===== src/rtl/mem_writeback_stage_if.sv =====
// Upstream retire bus, memory read-return and register-file write port of the
// writeback stage, grouped so the stage and its surroundings share one bundle.
interface mem_writeback_stage_if;
  logic        in_valid;
  logic        in_ready;
  logic        in_reg_write;
  logic [4:0]  in_write_register;
  logic [31:0] in_alu_result;
  logic        in_is_load;
  logic [1:0]  in_load_size;
  logic        in_load_signed;
  logic        mem_rdata_valid;
  logic [31:0] mem_rdata;
  logic        RegWrite;
  logic [4:0]  Write_register;
  logic [31:0] Write_data;
  logic        load_pending;
  logic [4:0]  load_register;
  logic        load_timeout;

  modport slave (
    input  in_valid, in_reg_write, in_write_register, in_alu_result,
           in_is_load, in_load_size, in_load_signed, mem_rdata_valid, mem_rdata,
    output in_ready, RegWrite, Write_register, Write_data,
           load_pending, load_register, load_timeout
  );

  modport master (
    output in_valid, in_reg_write, in_write_register, in_alu_result,
           in_is_load, in_load_size, in_load_signed, mem_rdata_valid, mem_rdata,
    input  in_ready, RegWrite, Write_register, Write_data,
           load_pending, load_register, load_timeout
  );
endinterface


===== src/rtl/mem_writeback_stage.sv =====
// Writeback stage: retires one instruction at a time, waits for load data with a
// timeout, extracts byte/half/word loads and drives the register-file write port.
module mem_writeback_stage #(
  parameter int LOAD_TIMEOUT = 255,
  parameter int TIMEOUT_W    = 8
) (
  input logic                  clk,
  input logic                  reset_n,
  mem_writeback_stage_if.slave wb
);
  typedef enum logic {IDLE, WAIT_LOAD} state_t;

  state_t               state_q, state_d;
  logic [TIMEOUT_W-1:0] cnt_q, cnt_d, cnt_inc;
  logic                 ld_we_q, ld_we_d;
  logic [4:0]           ld_reg_q, ld_reg_d;
  logic [1:0]           ld_size_q, ld_size_d;
  logic                 ld_signed_q, ld_signed_d;
  logic [1:0]           ld_off_q, ld_off_d;
  logic                 reg_write_q, reg_write_d;
  logic [4:0]           write_register_q, write_register_d;
  logic [31:0]          write_data_q, write_data_d;
  logic                 load_pending_q, load_pending_d;
  logic [4:0]           load_register_q, load_register_d;
  logic                 load_timeout_q, load_timeout_d;
  logic [7:0]           ld_byte;
  logic [15:0]          ld_half;
  logic [31:0]          load_data;

  // Little-endian lane select on the aligned word, then sign/zero extension.
  always_comb begin
    ld_byte = 8'h00;
    case (ld_off_q)
      2'd0:    ld_byte = wb.mem_rdata[7:0];
      2'd1:    ld_byte = wb.mem_rdata[15:8];
      2'd2:    ld_byte = wb.mem_rdata[23:16];
      default: ld_byte = wb.mem_rdata[31:24];
    endcase
    ld_half = ld_off_q[1] ? wb.mem_rdata[31:16] : wb.mem_rdata[15:0];
    case (ld_size_q)
      2'b00:   load_data = {{24{ld_signed_q & ld_byte[7]}}, ld_byte};
      2'b01:   load_data = {{16{ld_signed_q & ld_half[15]}}, ld_half};
      default: load_data = wb.mem_rdata;
    endcase
  end

  assign cnt_inc = cnt_q + 1'b1;

  always_comb begin
    state_d          = state_q;
    cnt_d            = cnt_q;
    ld_we_d          = ld_we_q;
    ld_reg_d         = ld_reg_q;
    ld_size_d        = ld_size_q;
    ld_signed_d      = ld_signed_q;
    ld_off_d         = ld_off_q;
    reg_write_d      = 1'b0;
    write_register_d = write_register_q;
    write_data_d     = write_data_q;
    load_pending_d   = load_pending_q;
    load_register_d  = load_register_q;
    load_timeout_d   = 1'b0;
    case (state_q)
      IDLE: begin
        if (wb.in_valid) begin
          if (wb.in_is_load) begin
            state_d         = WAIT_LOAD;
            cnt_d           = '0;
            ld_we_d         = wb.in_reg_write;
            ld_reg_d        = wb.in_write_register;
            ld_size_d       = wb.in_load_size;
            ld_signed_d     = wb.in_load_signed;
            ld_off_d        = wb.in_alu_result[1:0];
            load_pending_d  = 1'b1;
            load_register_d = wb.in_reg_write ? wb.in_write_register : 5'd0;
          end else if (wb.in_reg_write && wb.in_write_register != 5'd0) begin
            reg_write_d      = 1'b1;
            write_register_d = wb.in_write_register;
            write_data_d     = wb.in_alu_result;
          end
        end
      end
      default: begin
        cnt_d = cnt_inc;
        // Data arriving on the final allowed cycle still wins over the timeout.
        if (wb.mem_rdata_valid) begin
          state_d         = IDLE;
          load_pending_d  = 1'b0;
          load_register_d = 5'd0;
          if (ld_we_q && ld_reg_q != 5'd0) begin
            reg_write_d      = 1'b1;
            write_register_d = ld_reg_q;
            write_data_d     = load_data;
          end
        end else if (cnt_inc == TIMEOUT_W'(LOAD_TIMEOUT)) begin
          state_d         = IDLE;
          load_pending_d  = 1'b0;
          load_register_d = 5'd0;
          load_timeout_d  = 1'b1;
        end
      end
    endcase
  end

  always_ff @(posedge clk or negedge reset_n) begin
    if (!reset_n) begin
      state_q          <= IDLE;
      cnt_q            <= '0;
      ld_we_q          <= 1'b0;
      ld_reg_q         <= 5'd0;
      ld_size_q        <= 2'd0;
      ld_signed_q      <= 1'b0;
      ld_off_q         <= 2'd0;
      reg_write_q      <= 1'b0;
      write_register_q <= 5'd0;
      write_data_q     <= 32'd0;
      load_pending_q   <= 1'b0;
      load_register_q  <= 5'd0;
      load_timeout_q   <= 1'b0;
    end else begin
      state_q          <= state_d;
      cnt_q            <= cnt_d;
      ld_we_q          <= ld_we_d;
      ld_reg_q         <= ld_reg_d;
      ld_size_q        <= ld_size_d;
      ld_signed_q      <= ld_signed_d;
      ld_off_q         <= ld_off_d;
      reg_write_q      <= reg_write_d;
      write_register_q <= write_register_d;
      write_data_q     <= write_data_d;
      load_pending_q   <= load_pending_d;
      load_register_q  <= load_register_d;
      load_timeout_q   <= load_timeout_d;
    end
  end

  assign wb.in_ready       = (state_q == IDLE);
  assign wb.RegWrite       = reg_write_q;
  assign wb.Write_register = write_register_q;
  assign wb.Write_data     = write_data_q;
  assign wb.load_pending   = load_pending_q;
  assign wb.load_register  = load_register_q;
  assign wb.load_timeout   = load_timeout_q;
endmodule


===== src/flat_wrapper.sv =====
// flat-port wrapper written by rule: the top's interface ports become plain ports
module mem_writeback_stage_flat 
#(
  parameter int LOAD_TIMEOUT = 255,
  parameter int TIMEOUT_W    = 8
)
  (clk, reset_n, wb_in_valid, wb_in_reg_write, wb_in_write_register, wb_in_alu_result, wb_in_is_load, wb_in_load_size, wb_in_load_signed, wb_mem_rdata_valid, wb_mem_rdata, wb_in_ready, wb_RegWrite, wb_Write_register, wb_Write_data, wb_load_pending, wb_load_register, wb_load_timeout);
  mem_writeback_stage_if wb_i ();
  input logic clk;
  input logic reset_n;
  input wire logic [$bits(wb_i.in_valid)-1:0] wb_in_valid;
  input wire logic [$bits(wb_i.in_reg_write)-1:0] wb_in_reg_write;
  input wire logic [$bits(wb_i.in_write_register)-1:0] wb_in_write_register;
  input wire logic [$bits(wb_i.in_alu_result)-1:0] wb_in_alu_result;
  input wire logic [$bits(wb_i.in_is_load)-1:0] wb_in_is_load;
  input wire logic [$bits(wb_i.in_load_size)-1:0] wb_in_load_size;
  input wire logic [$bits(wb_i.in_load_signed)-1:0] wb_in_load_signed;
  input wire logic [$bits(wb_i.mem_rdata_valid)-1:0] wb_mem_rdata_valid;
  input wire logic [$bits(wb_i.mem_rdata)-1:0] wb_mem_rdata;
  output wire logic [$bits(wb_i.in_ready)-1:0] wb_in_ready;
  output wire logic [$bits(wb_i.RegWrite)-1:0] wb_RegWrite;
  output wire logic [$bits(wb_i.Write_register)-1:0] wb_Write_register;
  output wire logic [$bits(wb_i.Write_data)-1:0] wb_Write_data;
  output wire logic [$bits(wb_i.load_pending)-1:0] wb_load_pending;
  output wire logic [$bits(wb_i.load_register)-1:0] wb_load_register;
  output wire logic [$bits(wb_i.load_timeout)-1:0] wb_load_timeout;
  assign wb_i.in_valid = wb_in_valid;
  assign wb_i.in_reg_write = wb_in_reg_write;
  assign wb_i.in_write_register = wb_in_write_register;
  assign wb_i.in_alu_result = wb_in_alu_result;
  assign wb_i.in_is_load = wb_in_is_load;
  assign wb_i.in_load_size = wb_in_load_size;
  assign wb_i.in_load_signed = wb_in_load_signed;
  assign wb_i.mem_rdata_valid = wb_mem_rdata_valid;
  assign wb_i.mem_rdata = wb_mem_rdata;
  assign wb_in_ready = wb_i.in_ready;
  assign wb_RegWrite = wb_i.RegWrite;
  assign wb_Write_register = wb_i.Write_register;
  assign wb_Write_data = wb_i.Write_data;
  assign wb_load_pending = wb_i.load_pending;
  assign wb_load_register = wb_i.load_register;
  assign wb_load_timeout = wb_i.load_timeout;
  mem_writeback_stage #(.LOAD_TIMEOUT(LOAD_TIMEOUT), .TIMEOUT_W(TIMEOUT_W)) u_core (.clk(clk), .reset_n(reset_n), .wb(wb_i));
endmodule

===== config.mk =====
export PLATFORM = sky130hd
export DESIGN_NAME = mem_writeback_stage_flat
export DESIGN_NICKNAME = d
export VERILOG_FILES = /design/src/rtl/mem_writeback_stage_if.sv /design/src/rtl/mem_writeback_stage.sv /design/src/flat_wrapper.sv
export SDC_FILE = /design/constraint.sdc
export NUM_CORES = 1
export LEC_CHECK = 0
export CORE_MARGIN = 2
export CORE_UTILIZATION = 47
export DETAILED_ROUTE_END_ITERATION = 7
export GPL_ROUTABILITY_DRIVEN = 0
export PLACE_DENSITY = 0.89
export SYNTH_ARGS = -nofsm -noshare
export SYNTH_HDL_FRONTEND = slang
export SYNTH_SLANG_ARGS = --single-unit

===== constraint.sdc =====
create_clock -name clk -period 2.3 [get_ports clk]
set_input_delay 0.46 -clock clk [delete_from_list [all_inputs] [get_ports clk]]
set_output_delay 0.46 -clock clk [all_outputs]
set_load 0.05 [all_outputs]

==> After elaboration in Yosys (flattened, before gate mapping) <==
Index checks and enable logic that the tools add are counted.
{ "word_totals": {"input_bits": 78, "mem_bits_rw": 0, "romBits": 0, "reg_bits": 65, "elab_cells": 81, "mem_count": 0, "latch_bits": 0} }
{ "op_classes": {"n_reduce_logical": 13, "n_lt_le_gt_ge": 0, "multipliers": 0, "n_eq_ne": 8, "div": 0, "n_mux": 43, "shifts": 0, "n_addsub": 1, "n_bitwise": 3} }
{ "ops": {"columns": ["cell", "n"], "rows": [
  ["$mux 32", 6],
  ["$pmux 32 s2", 1],
  ["$mux 5", 12],
  ["$mux 8", 3],
  ["$pmux 8 s3", 1],
  ["$mux 1", 19],
  ["$mux 16", 1],
  ["$reduce_bool 5->1", 2],
  ["$add 8x1->8 const B", 1],
  ["$eq 8x8->1 const B", 1],
  ["$reduce_and 3->1", 2],
  ["$reduce_bool 2->1", 3],
  ["$reduce_and 5->1", 1],
  ["$eq 2x1->1 const B", 2],
  ["$logic_not 2->1", 2],
  ["$ne 2x2->1 const B", 2],
  ["$ne 3x3->1 const B", 1],
  ["$and 1x1->1", 2],
  ["$eq 2x2->1 const B", 1],
  ["$logic_and 1x1->1", 2],
  ["$ne 2x1->1 const B", 1],
  ["$reduce_and 2->1", 1],
  ["$not 1->1", 1]
]} }

==> Longest topological paths before layout <==
{ "logic_depth": {"ltp_word": 7, "depth_mapped": 7, "ltp_nobuf": 6} }

==> Least setup slack after synthesis <==
No wires, ideal clock.
{ "synth_path": {"path_kind": "input-to-reg", "from": "in wb_in_write_register[1]", "to": "reg u_core.write_data_q[19] (netlist: u_core.wb.Write_data[19])", "path_slack_ps": 339, "n_path_buf": 1, "stages": 6, "arrival_time_ps": 1836, "required_ps": 2175, "path_cell_list": "or4_4 > o21a_4 > nor2_8 > inv_4 > buf_6 > mux2_4"} }
{ "synth_via": {"elab_chain_cells": 4} }
{ "synth_lines": {"columns": ["element", "line_no", "text"], "rows": [
  ["start, declared", "flat_wrapper.sv:13", "input wire logic [$bits(wb_i.in_write_register)-1:0] wb_in_write_register;"],
  ["$reduce_bool 5->1", "mem_writeback_stage.sv:76", "end else if (wb.in_reg_write && wb.in_write_register != 5'd0) begin"],
  ["$logic_and 1x1->1", "mem_writeback_stage.sv:76", null],
  ["$reduce_bool 2->1 (no source line)", null, null],
  ["$reduce_and 5->1 (no source line)", null, null],
  ["end signal, assigned", "mem_writeback_stage.sv:130", "write_data_q <= write_data_d;"],
  ["end, declared", "mem_writeback_stage.sv:22", "logic [31:0] write_data_q, write_data_d;"]
]} }
Every way passes these cells.
A chain may end at the register's enable or synchronous reset.

==> Worst setup path in the final report <==
{ "layout_path": {"from": "reg u_core.ld_reg_q[2]", "to": "reg u_core.write_data_q[12] (netlist: u_core.wb.Write_data[12])"} }
{ "layout_via": {"elab_chain_cells": 4} }
{ "layout_lines": {"columns": ["element", "line_no", "text"], "rows": [
  ["start, declared", "mem_writeback_stage.sv:16", "logic [4:0] ld_reg_q, ld_reg_d;"],
  ["start signal, assigned", "mem_writeback_stage.sv:124", "ld_reg_q <= ld_reg_d;"],
  ["$reduce_bool 5->1", "mem_writeback_stage.sv:90", "if (ld_we_q && ld_reg_q != 5'd0) begin"],
  ["$logic_and 1x1->1", "mem_writeback_stage.sv:90", null],
  ["$ne 2x2->1 (no source line)", null, null],
  ["$reduce_and 5->1 (no source line)", null, null]
]} }
Every way passes these cells.

==> results.cfg <==
[place]
dp_hpwl_um = 8880
io_buffers = 123
dp.cells = 612
place_ws_ns = -0.123

[setup_path]
reg2reg_to = u_core.wb.Write_data[12]$_DFFE_PN0P_
crit_required_ns = 2.56
critical_path.startpoint_type = flip-flop
ff2ff_path_depth = 4
cp-end-kind = flip-flop
cp.arrival_ns = 2.36
ff2ff_setup_slack_ns = 0.20
cp_max_fo = 10
r2r_start = u_core.ld_reg_q[2]$_DFFE_PN0P_
crit_type = reg -> reg

[timing]
rsz0062_at_grt = false
worstMarginPinSlew_ns = 0.768
finalHoldViolations = 0
fin_crit_ns = 2.10
finalSetupViolations = 0
fmax_mhz = 477
worst_slack_ns = 0.202
finClkSkew_ns = 0.0124
slew_violations = 0
slew_headroom_pct = 48.5
post-route-period-util_pct = 91.2
whs_ns = 0.108

[die]
dieHeight_um = 93.7
die-area_um2 = 8780
coreArea_um2 = 7770
initial_core_util_pct = 48.7
io-pin-count = 124
die_width_um = 93.7
rows = 32

[synthesis]
seq_area_frac_synth_pct = 43.0
synthArstFlopShare_pct = 100
syn_nets = 470
synth_ff_type = dfrtp_1
ys_warn_count = 0
synth_edf_count = 0
ys_ff_latch = 65
ys_types = 51
syn_area_um2 = 3780
syn_inst = 390
avgSynthCellArea_um2 = 9.70

[clock_tree]
cts_resized = 0
cts.clk_slew.worst_paths_ns = 0.08
hold_buffers = 0
cts_root_buf = clkbuf_8
cts_max_path_buffers = 2
clkSinkCount = 65
cts_buffers = 9
htreeDepth = 3
post_cts_buffers = 0
cts_tree = yes
clk_latency_ns = 0.36

[pwr]
power_per_cell_area_nw_per_um2 = 1050
sequentialPowerShare_pct = 31.6
power.internal_mw = 3.14
p_sw_mw = 2.55
finalPower_mw = 5.69
ir_worst_vdd_v = 0.000528
comb_power_share_pct = 51.2
p_leak_nw = 2.27
swShare_pct = 44.8
clkPwrFrac_pct = 17.2

[drt]
via_count = 3705
finalWirelength_um = 11800
drt-vias-per-instance = 5.90
drtIter0Drc = 202
routedWlPerCell_um = 18.8
dr.pass1.iters = 5
drc = 0
antenna_left = 0

[global_route]
grt_max_degree = 57
overflow = 0
grt_pass1_wl_um = 18900
grt_pass1_vias = 3764
track_usage_pct = 27.8
antenna_found_initial = 0

[final_layout]
nNetsFinal = 601
syn_to_final_growth_pct = 43.1
antenna_cells = 0
drive_gt1_share_pct = 14.3
nFillCells = 593
instances_no_fill = 628

[job]
maxCapViolCount = 0

[run_status]
status = finished, final reports clean

[min_path]
min-delay-path-class = in -> async
## state kept, by name, summed over array words and instances, names as in the netlist
name	count
u_core.cnt_q	8
u_core.ld_off_q	2
u_core.ld_reg_q	5
u_core.ld_signed_q	1
u_core.ld_size_q	2
u_core.ld_we_q	1
u_core.state_q	1
u_core.wb.RegWrite	1
u_core.wb.Write_data	32
u_core.wb.Write_register	5
u_core.wb.load_pending	1
u_core.wb.load_register	5
u_core.wb.load_timeout	1
## metrics by stage
stage	area (um^2)	util, %	TNS (ns)
after floorplan	3780	-	0
after global placement	5220	67.2	-1.48
after detailed placement	5220	67.2	-2.29
after CTS	5410	69.7	0
after global routing	5410	69.7	0
final	5410	69.7	0
## placed cells by master (no fill, tap or decap), drive strengths merged, types with 22 or more instances in the layout
cell             n
a31oi           23
clkdlybuf4s50  121
nor3            22
nor2            22
mux2            27
dfrtp           65
buf             26
nand2           49
o21ai           22
## metal layers
metal | vias to the layer above | routed length [um] | global-route usage [%]
li1 | 1706 | - | -
met1 | 1771 | 4590 | 34.2
met2 | 203 | 5670 | 47.1
met3 | 25 | 1260 | 7.54
met4 | 0 | 303 | 9.78
met5 | - | 0 | 0
## cells in the mapped netlist (all sizes together), types with 2 or more instances
| cell type | count | area share, % |
|---|---|---|
| a21oi | 15 | 2.0 |
| nand3b | 3 | 0.60 |
| mux2 | 27 | 9.2 |
| inv | 9 | 0.96 |
| or4 | 2 | 0.60 |
| and3 | 3 | 0.50 |
| mux2i | 15 | 4.0 |
| a221oi | 12 | 2.8 |
| nand4 | 2 | 0.33 |
| o221ai | 4 | 1.4 |
| a41oi | 3 | 0.69 |
| dfrtp | 65 | 43 |
| and3b | 4 | 0.93 |
| nand2b | 2 | 0.33 |
| a31oi | 23 | 3.8 |
| nand2 | 49 | 4.9 |
| a22oi | 5 | 0.99 |
| xnor2 | 3 | 0.69 |
| nand3 | 10 | 1.3 |
| a32oi | 3 | 0.69 |
| clkbuf | 21 | 2.1 |
| o21a | 3 | 0.99 |
| a21o | 4 | 0.79 |
| nor2b | 12 | 2.0 |
| nor3 | 22 | 2.9 |
| nor2 | 22 | 2.6 |
| o21ai | 22 | 2.9 |
| ha | 2 | 0.66 |
| a311o | 3 | 0.79 |
| xor2 | 2 | 0.46 |
| buf | 6 | 1.1 |
## power groups by stage
stage,logic (mW),registers [mW],clock network [mW]
2_1_floorplan,0.871,2.77,0
3_3_place_gp,2.85,1.78,0
3_5_place_dp,2.90,1.80,0
4_1_cts,2.92,1.79,0.986
5_1_grt,3.07,1.84,1.04
6_report,2.91,1.80,0.978
## cell families (layout without fill, tap and decap cells)
group	count (synthesis)	after routing	synth area share [%]
and+or+nand+nor	136	136	18.1
AOI/OAI and AO/OA	103	103	19.2
DFF	65	65	43.0
muxes	43	43	13.8
buffers and inverters	36	172	4.17
xor gates and xnor gates	5	5	1.16
adders and majority gates	2	2	0.661
## critical path, stage by stage (launching register included)
cell      delay, ns
dfrtp_1        0.40
or4_4          0.56
o21ai_1        0.62
a221oi_1       0.15
nor3_1         0.27
## layout make-up
cell class              instances  area [um^2]  share of cell area, %
clock inverters                 7         70.1                   1.29
flip-flops and latches         65         1630                   30.1
clock buffers                   9          124                   2.29
multi-input cells             289         2000                   36.9
repair buffers                147         1430                   26.4
well taps                     102          128                   2.36
inverters                       9         36.3                  0.670
## how the worst max path moves through the flow
| stage | start | endpoint | cells past startpoint |
|---|---|---|---|
| finish | u_core.ld_reg_q[2]$_DFFE_PN0P_ | u_core.wb.Write_data[12]$_DFFE_PN0P_ | 4 |
| global route | u_core.ld_reg_q[2]$_DFFE_PN0P_ | u_core.wb.Write_data[12]$_DFFE_PN0P_ | 4 |
| CTS | u_core.ld_reg_q[2]$_DFFE_PN0P_ | u_core.wb.Write_data[12]$_DFFE_PN0P_ | 4 |
| detailed placement | wb_in_valid | u_core.wb.Write_data[31]$_DFFE_PN0P_ | 7 |
| global placement | wb_in_write_register[1] | u_core.wb.Write_data[15]$_DFFE_PN0P_ | 6 |
| floorplan | wb_in_write_register[1] | u_core.wb.Write_data[19]$_DFFE_PN0P_ | 6 |
Power figures use the tool's default switching activity.
